<file path="config.mk">
export PLATFORM = sky130hd
export DESIGN_NAME = matrix_stream_tx_flat
export DESIGN_NICKNAME = d
export VERILOG_FILES = /design/src/rtl/matrix_stream_tx_if.sv /design/src/rtl/matrix_stream_tx.sv /design/src/flat_wrapper.sv
export SDC_FILE = /design/constraint.sdc
export NUM_CORES = 1
export LEC_CHECK = 0
export BUFFER_PORTS_ARGS = -buffer_cell sky130_fd_sc_hd__buf_2
export CAP_MARGIN = 0
export CORE_MARGIN = 2
export CORE_UTILIZATION = 54
export DETAILED_ROUTE_END_ITERATION = 6
export PLACE_DENSITY = 0.79
export SETUP_SLACK_MARGIN = 0.05
export SLEW_MARGIN = 15
export SYNTH_ARGS = -nofsm -noshare
export SYNTH_HDL_FRONTEND = slang
export SYNTH_SLANG_ARGS = --single-unit
</file>
<file path="constraint.sdc">
create_clock -name clk -period 2.5 [get_ports clk]
set_clock_uncertainty 0.1 [all_clocks]
set_input_delay 0.125 -clock clk [delete_from_list [all_inputs] [get_ports clk]]
set_output_delay 0.125 -clock clk [all_outputs]
set_load 0.01 [all_outputs]
</file>
<file path="src/rtl/matrix_stream_tx_if.sv">
// Valid/ready word stream carrying one matrix element (or checksum word)
// per transfer together with its row/column position and frame marker.
interface matrix_stream_tx_if #(
  parameter int unsigned length = 8
);
  logic [length-1:0] out_data;
  logic              out_valid;
  logic              out_ready;
  logic              out_last;
  logic [3:0]        out_row;
  logic [3:0]        out_col;

  modport master (
    output out_data,
    output out_valid,
    input  out_ready,
    output out_last,
    output out_row,
    output out_col
  );

  modport slave (
    input  out_data,
    input  out_valid,
    output out_ready,
    input  out_last,
    input  out_row,
    input  out_col
  );
endinterface

</file>
<file path="src/rtl/matrix_stream_tx.sv">
// matrix_stream_tx: captures a packed size x size matrix on a load strobe
// and streams its elements in row-major order over a valid/ready interface.
// Optional trailing checksum word enabled by macro MATRIX_TX_CHECKSUM_EN.
module matrix_stream_tx #(
  parameter int unsigned size   = 2,
  parameter int unsigned length = 8
) (
  input  logic                          clk,
  input  logic                          rst,
  input  logic                          load,
  input  logic [size*size*length-1:0]   matrix,
  output logic                          busy,
  output logic                          done,
  matrix_stream_tx_if.master            tx
);

  localparam int unsigned NUM  = size * size;
  localparam int unsigned LAST = NUM - 1;
  localparam int unsigned IW   = 8;

`ifdef MATRIX_TX_CHECKSUM_EN
  typedef enum logic [1:0] {
    IDLE = 2'd0,
    SEND = 2'd1,
    CSUM = 2'd2
  } state_t;
`else
  typedef enum logic {
    IDLE = 1'b0,
    SEND = 1'b1
  } state_t;
`endif

  state_t                      state_q, state_d;
  logic [size*size*length-1:0] snap_q, snap_d;
  logic [IW-1:0]               idx_q, idx_d;
  logic [3:0]                  row_q, row_d;
  logic [3:0]                  col_q, col_d;
  logic                        done_q, done_d;
`ifdef MATRIX_TX_CHECKSUM_EN
  logic [length-1:0]           csum_q, csum_d;
`endif

  logic [length-1:0] elem;
  logic              valid;
  logic              xfer;
  logic              at_last;

  // Element selector: compare-and-select mux over the snapshot, no multiplier on idx
  always_comb begin
    elem = '0;
    for (int unsigned k = 0; k < NUM; k++) begin
      if (idx_q == IW'(k)) begin
        elem = snap_q[k*length +: length];
      end
    end
  end

  assign valid   = (state_q != IDLE);
  assign xfer    = valid && tx.out_ready;
  assign at_last = (idx_q == IW'(LAST));

  // Stream outputs derived from the registered state
  always_comb begin
    tx.out_valid = valid;
    tx.out_data  = '0;
    tx.out_last  = 1'b0;
    tx.out_row   = row_q;
    tx.out_col   = col_q;
    case (state_q)
      SEND: begin
        tx.out_data = elem;
`ifndef MATRIX_TX_CHECKSUM_EN
        tx.out_last = at_last;
`endif
      end
`ifdef MATRIX_TX_CHECKSUM_EN
      CSUM: begin
        tx.out_data = csum_q;
        tx.out_last = 1'b1;
      end
`endif
      default: begin
        tx.out_data = '0;
      end
    endcase
  end

  assign busy = valid;
  assign done = done_q;

  // Next-state logic: capture, index/row/col advance, checksum accumulation
  always_comb begin
    state_d = state_q;
    snap_d  = snap_q;
    idx_d   = idx_q;
    row_d   = row_q;
    col_d   = col_q;
    done_d  = 1'b0;
`ifdef MATRIX_TX_CHECKSUM_EN
    csum_d  = csum_q;
`endif
    case (state_q)
      IDLE: begin
        if (load) begin
          snap_d  = matrix;
          idx_d   = '0;
          row_d   = '0;
          col_d   = '0;
`ifdef MATRIX_TX_CHECKSUM_EN
          csum_d  = '0;
`endif
          state_d = SEND;
        end
      end
      SEND: begin
        if (xfer) begin
`ifdef MATRIX_TX_CHECKSUM_EN
          csum_d = csum_q + elem;
`endif
          if (at_last) begin
            // Row/col return to 0 here so a checksum word reports (0,0)
            idx_d = '0;
            row_d = '0;
            col_d = '0;
`ifdef MATRIX_TX_CHECKSUM_EN
            state_d = CSUM;
`else
            state_d = IDLE;
            done_d  = 1'b1;
`endif
          end else begin
            idx_d = idx_q + 8'd1;
            if (col_q == 4'(size - 1)) begin
              col_d = '0;
              row_d = row_q + 4'd1;
            end else begin
              col_d = col_q + 4'd1;
            end
          end
        end
      end
`ifdef MATRIX_TX_CHECKSUM_EN
      CSUM: begin
        if (xfer) begin
          state_d = IDLE;
          done_d  = 1'b1;
        end
      end
`endif
      default: begin
        state_d = IDLE;
      end
    endcase
  end

  // State registers with asynchronous reset
  always_ff @(posedge clk or posedge rst) begin
    if (rst) begin
      state_q <= IDLE;
      snap_q  <= '0;
      idx_q   <= '0;
      row_q   <= '0;
      col_q   <= '0;
      done_q  <= 1'b0;
`ifdef MATRIX_TX_CHECKSUM_EN
      csum_q  <= '0;
`endif
    end else begin
      state_q <= state_d;
      snap_q  <= snap_d;
      idx_q   <= idx_d;
      row_q   <= row_d;
      col_q   <= col_d;
      done_q  <= done_d;
`ifdef MATRIX_TX_CHECKSUM_EN
      csum_q  <= csum_d;
`endif
    end
  end

endmodule

</file>
<file path="src/flat_wrapper.sv">
// flat-port wrapper written by rule: the top's interface ports become plain ports
module matrix_stream_tx_flat 
#(
  parameter int unsigned size   = 2,
  parameter int unsigned length = 8
)
  (clk, rst, load, matrix, busy, done, tx_out_data, tx_out_valid, tx_out_ready, tx_out_last, tx_out_row, tx_out_col);
  matrix_stream_tx_if #(.length(length)) tx_i ();
  input  logic clk;
  input  logic rst;
  input  logic load;
  input  logic [size*size*length-1:0] matrix;
  output logic busy;
  output logic done;
  output wire logic [$bits(tx_i.out_data)-1:0] tx_out_data;
  output wire logic [$bits(tx_i.out_valid)-1:0] tx_out_valid;
  input wire logic [$bits(tx_i.out_ready)-1:0] tx_out_ready;
  output wire logic [$bits(tx_i.out_last)-1:0] tx_out_last;
  output wire logic [$bits(tx_i.out_row)-1:0] tx_out_row;
  output wire logic [$bits(tx_i.out_col)-1:0] tx_out_col;
  assign tx_out_data = tx_i.out_data;
  assign tx_out_valid = tx_i.out_valid;
  assign tx_i.out_ready = tx_out_ready;
  assign tx_out_last = tx_i.out_last;
  assign tx_out_row = tx_i.out_row;
  assign tx_out_col = tx_i.out_col;
  matrix_stream_tx #(.size(size), .length(length)) u_core (.clk(clk), .rst(rst), .load(load), .matrix(matrix), .busy(busy), .done(done), .tx(tx_i));
endmodule
</file>
== Yosys cells after proc, flatten, opt, wreduce, memory -nomap -nowiden ==
Index checks and enable logic that the tools add are counted.
Storage, ports and cells
  output and inout port bits: 20
  bits in registers: 50
  input bits: 36
Cells by class
  mux-type cells: 26
  bitwise operators: 1
  add/sub/neg operators: 3
  equal/unequal tests: 7
  reduce and logical (&&, ||, !) cells: 5
Operator list (count)
  $mux 8: 8
  $mux 4: 7
  $eq 8x2->1 const B: 2
  $pmux 4 s2: 2
  $pmux 8 s2: 1
  $add 4x1->4 const B: 2
  $add 8x1->8 const B: 1
  $eq 8x1->1 const B: 1
  $logic_not 8->1: 1
  $mux 1: 7
  $eq 4x1->1 const B: 1
  $ne 2x2->1 const B: 2
  $reduce_and 2->1: 2
  $ne 3x3->1 const B: 1
  $reduce_and 3->1: 1
  $pmux 1 s2: 1
  $logic_and 1x1->1: 1
  $not 1->1: 1

== Longest topological paths before layout ==
  depth after elaboration: 6
  gate-level depth with buffers: 8
  mapped depth without buffers: 6

== Worst setup path after synthesis ==
Ideal clock, no wire load.
  kind: register -> register
  start point: register u_core.idx_q[0]
  end point: register u_core.row_q[3], in the netlist u_core.tx.out_row[3]
  period minus slack after synthesis: 1.762 ns
  stages on the path, launching flop included: 6
  setup slack: 0.738 ns
  path buffers: 0
  arrival: 1.582 ns
  setup time: 0.080 ns
  cell sequence: dfrtp_1 ha_1 nor3b_2 a21o_4 or4_4 o211ai_2
Between the ends
  longest elaborated chain between the ends: 4
  elaborated cells on any way between the ends: 6
  those cells by class: eq/ne (2); mux (3); reduce/logical (1)
Ends and longest elaborated chain
  start, declared: RTL line matrix_stream_tx.sv:36  | logic [IW-1:0] idx_q, idx_d;
  start signal, assigned: RTL line matrix_stream_tx.sv:172  | idx_q <= idx_d;
  $eq 8x2->1 *: RTL line matrix_stream_tx.sv:61  | assign at_last = (idx_q == IW'(LAST));
  $mux 4: RTL line matrix_stream_tx.sv:121  | if (at_last) begin
  $mux 4: RTL line matrix_stream_tx.sv:117  | if (xfer) begin
  $pmux 4 s2: RTL line matrix_stream_tx.sv:103  | case (state_q)
  end signal, assigned: RTL line matrix_stream_tx.sv:173  | row_q <= row_d;
  end, declared: RTL line matrix_stream_tx.sv:37  | logic [3:0] row_q, row_d;
Mark *: on every way between the ends. The rest lies on a longest branch, timed or not. The select of a mux whose other input is x is not followed.
A chain may end at the register's enable or synchronous reset.

== Worst setup path after layout ==
  start point: register u_core.idx_q[2]
  end point: output tx_out_data[5]
Between the ends
  longest elaborated chain between the ends: 6
  elaborated cells on any way between the ends: 9
  those cells by class: eq/ne (3); mux (5); reduce/logical (1)
Ends and longest elaborated chain
  $logic_not 8->1: RTL line matrix_stream_tx.sv:53  | if (idx_q == IW'(k)) begin
  $mux 8 (3 in a row): RTL line matrix_stream_tx.sv:53
  $mux 8 *: RTL line matrix_stream_tx.sv:53
  $mux 8 *: RTL line matrix_stream_tx.sv:70  | case (state_q)
  end, declared: RTL line flat_wrapper.sv:15  | output wire logic [$bits(tx_i.out_data)-1:0] tx_out_data;
Mark *: on every way between the ends. The rest lies on a longest branch, timed or not.

==> results.md <==
| Quantity | Reported |
| --- | --- |
| Count of max-cap constraint violations | 0 |
| Effective utilization at floorplan | 57.1% |
| Post-layout power | 3.43 mW |
| Via count of the first global-routing pass | 2,182 |
| Yosys top cell by area | sky130_fd_sc_hd__dfrtp_1 |
| WHS | 130 ps |
| Endpoint of the worst-slack reg-to-reg timing path | u_core.tx.out_row[3]$_DFFE_PP0P_ |
| Peak ir drop on the vdd network | 0.470 mV |
| Synthesized cell area | 2540 um2 |
| Cell at the root of the clock tree | sky130_fd_sc_hd__clkbuf_8 |
| Die span in x | 72.5 um |
| Internal reg-to-reg setup slack | 670 ps |
| Max-Slew Margin vs Limit | 54.8% |
| Floorplan die height | 72.5 um |
| Run status | complete, no violations |
| Register-to-Register Path Depth | 4 |
| Tcrit/Tclk final | 88.4% |
| Number of synthesized flops with an enable pin | 0 |
| Total of flip-flops plus latches after synthesis | 50 |
| Number of antenna cells inserted | 0 |
| Total number of nets in the final design | 426 |
| Final routed DRC violation total | 0 |
| Number of buffers created by CTS | 5 |
| Largest net degree at the start of global routing | 41 |
| Number of clock sinks seen by CTS | 50 |
| Wire per inst | 14.0 um |
| Ranking of synthesized cells by area | sky130_fd_sc_hd__dfrtp_1 49%, sky130_fd_sc_hd__nand2_1 15%, sky130_fd_sc_hd__o21ai_0 4.9% |
| First drt pass iteration count | 5 |
| Synthesized netlist cell count | 299 |
| Reg2reg start | u_core.busy$_DFF_PP0_ |
| Maximum clock path buffer count | 2 |
| Placed instance area | 2840 um2 |
| Accumulated negative setup slack | 0 ps |
| Final Routed Wirelength | 6120 um |
| # setup viols final | 0 |
| Portion of the post-synthesis area used by sequential elements | 49.3% |
| Post-layout minimum cycle time | 2210 ps |
| Final hold violation count | 0 |
| Critical Path End | tx_out_data[5] |
| Share of the synthesized area in the top cell type | 49.3% |
| Clock latency reported for the late side of the worst-skew pair | 310 ps |
| TritonCTS clock tree | yes |
| Core area | 4440 um2 |
| Routability congestion estimate from global placement | 0.818 |
| Number of placed instances, taps included | 394 |
| Transition time at the pin with the least slew margin | 677 ps |
| Main flop type after synthesis | sky130_fd_sc_hd__dfrtp_1 |
| Post-cts sizing count | 0 |
| Worst Path Max Fanout | 8 |
| Number of nets in the synthesized netlist | 342 |
| Setup crit end kind | output pin |
| Post-synthesis to final-layout area growth | 29.4% |
| Port Buffer Count | 55 |
| Commonest non-fill, non-tap cell in the layout | sky130_fd_sc_hd__nand2_1 |
| Launching element type of the critical path | register |
| Number of max-slew violations in the final report | 0 |
| Std cell rows | 24 |
| Required time of the worst setup path | 2280 ps |
| Initial DRC Count | 242 |
| Number of synthesis warnings | 0 |
| Die Footprint | 5260 um2 |
| Top-level port count | 56 |
| Count of nets left with antenna violations after detail routing | 0 |
| RSZ-0062 raised after global routing | false |
| Power per standard cell area | 1050 nW/um2 |
| Type of the most critical hold path | input port to register |
| CP arrival | 1980 ps |
| Antenna violations before repair | 0 |
| Proportion of layout cells with a drive suffix above 1 | 21.1% |
| Clock Pin Slew Worst Setup and Hold Paths | 100 ps |
| Global-route usage over all layers | 24.8% |
| Launch point of the critical path | u_core.idx_q[2]$_DFFE_PP0P_ |
| Async set-or-reset flop fraction in the synthesized netlist | 100% |
| Total non-filler cell area in the finished layout | 3280 um2 |
| Number of vias in the routed layout | 2,322 |
| Achievable Freq | 0.453 GHz |
| Detailed-route vias per instance | 5.33 |
| Library cells used by synthesis | 42 |
| Leakage power figure | 1.67 nW |
| Mean instance size in the synthesized netlist | 8.48 um2 |
| Total grt overflow | 0 |
| Post-detail-place hpwl | 3750 um |
| H-tree levels | 2 |
| First-pass GRT wire length | 10,100 um |
| Count of placed standard cells in the final layout, fillers left out | 436 |
| Critical path class | register to output pin |
| Commonest non-fill, non-tap cells in the layout | 100 x sky130_fd_sc_hd__nand2_1, 55 x sky130_fd_sc_hd__buf_2, 50 x sky130_fd_sc_hd__dfrtp_1, 34 x sky130_fd_sc_hd__dlygate4sd3_1, 25 x sky130_fd_sc_hd__o21ai_0 |
| Total of fill cells in the finished design | 327 |
[synth_stat cells (all sizes together), types with 6 or more instances]
cell and instances:
a21oi 18, a22oi 8, buf 6, clkbuf 11, dfrtp 50, ha 7, inv 16, nand2 102
nand3 6, nor2 16, o21ai 26
[registers in the layout, indices dropped and copies added, names as in the netlist]
register           count
u_core.tx.out_row      4
u_core.tx.out_col      4
u_core.busy            1
u_core.snap_q         32
u_core.idx_q           8
u_core.done            1
[per-stage QoR]
| step | setup WS, ps | util, % |
|---|---|---|
| after floorplan | 738 | - |
| after global placement | 670 | 63.8 |
| after detailed placement | 645 | 63.8 |
| after CTS | 295 | 73.8 |
| after global routing | 131 | 73.8 |
| final | 291 | 73.8 |
[cell families after synthesis]
logic type | Yosys count | synth area share (%)
simple gates | 141 | 24.5
compound gates | 65 | 16.0
flops | 50 | 49.3
buf+inv | 33 | 5.57
fa+ha+maj | 7 | 3.45
xor+xnor | 2 | 0.691
mux | 1 | 0.395
[worst min path at each step]
| stage | start | end | slack, ps | cells past startpoint |
|---|---|---|---|---|
| 3_3_place_gp | rst | u_core.tx.out_row[1]$_DFFE_PP0P_ | 150 | 2 |
| 3_5_place_dp | rst | u_core.tx.out_row[1]$_DFFE_PP0P_ | 170 | 2 |
| 2_1_floorplan | matrix[0] | u_core.snap_q[0]$_DFFE_PP0P_ | 130 | 2 |
| 4_1_cts | tx_out_ready | u_core.done$_DFF_PP0_ | 120 | 3 |
| 6_report | tx_out_ready | u_core.done$_DFF_PP0_ | 130 | 3 |
| 5_1_grt | tx_out_ready | u_core.done$_DFF_PP0_ | 150 | 3 |
[critical path, cell delays in order, from the launching register on]
cell and delay [ps]:
sky130_fd_sc_hd__dfrtp_1 470, sky130_fd_sc_hd__nor4_4 410, sky130_fd_sc_hd__nor3b_2 290, sky130_fd_sc_hd__nand2_2 180, sky130_fd_sc_hd__nor2_1 170, sky130_fd_sc_hd__buf_2 150
[layer usage]
metal | track usage [%] | wire length [um] | vias up
met2 | 37.0 | 2730 | 92
met4 | 8.85 | 118 | 0
met5 | 0 | 0 | -
met3 | 4.17 | 406 | 10
met1 | 36.8 | 2870 | 1071
li1 | - | - | 1149
[power by group]
| part | internal [mW] | leakage (nW) | switching, mW | total, mW |
|---|---|---|---|---|
| logic | 0.629 | 0.986 | 0.926 | 1.55 |
| clock network | 0.254 | 0.0544 | 0.275 | 0.529 |
| registers | 1.13 | 0.627 | 0.220 | 1.35 |
[final cells by class]
class,instances,area (um2),share of cell area (%)
flip-flops and latches,50,1250,38.1
clock inverters,1,8.76,0.267
repair buffers,94,653,19.9
multi-input cells,216,1150,34.9
well taps,52,65.1,1.98
clock buffers,7,96.3,2.94
inverters,16,60.1,1.83
[what timing repair did]
action	4_1_cts	5_1_grt
setup buffers	0	0
endpoints found under the hold margin	62	0
hold buffers	34	0
Note: power is estimated with default switching activity, not from simulation.
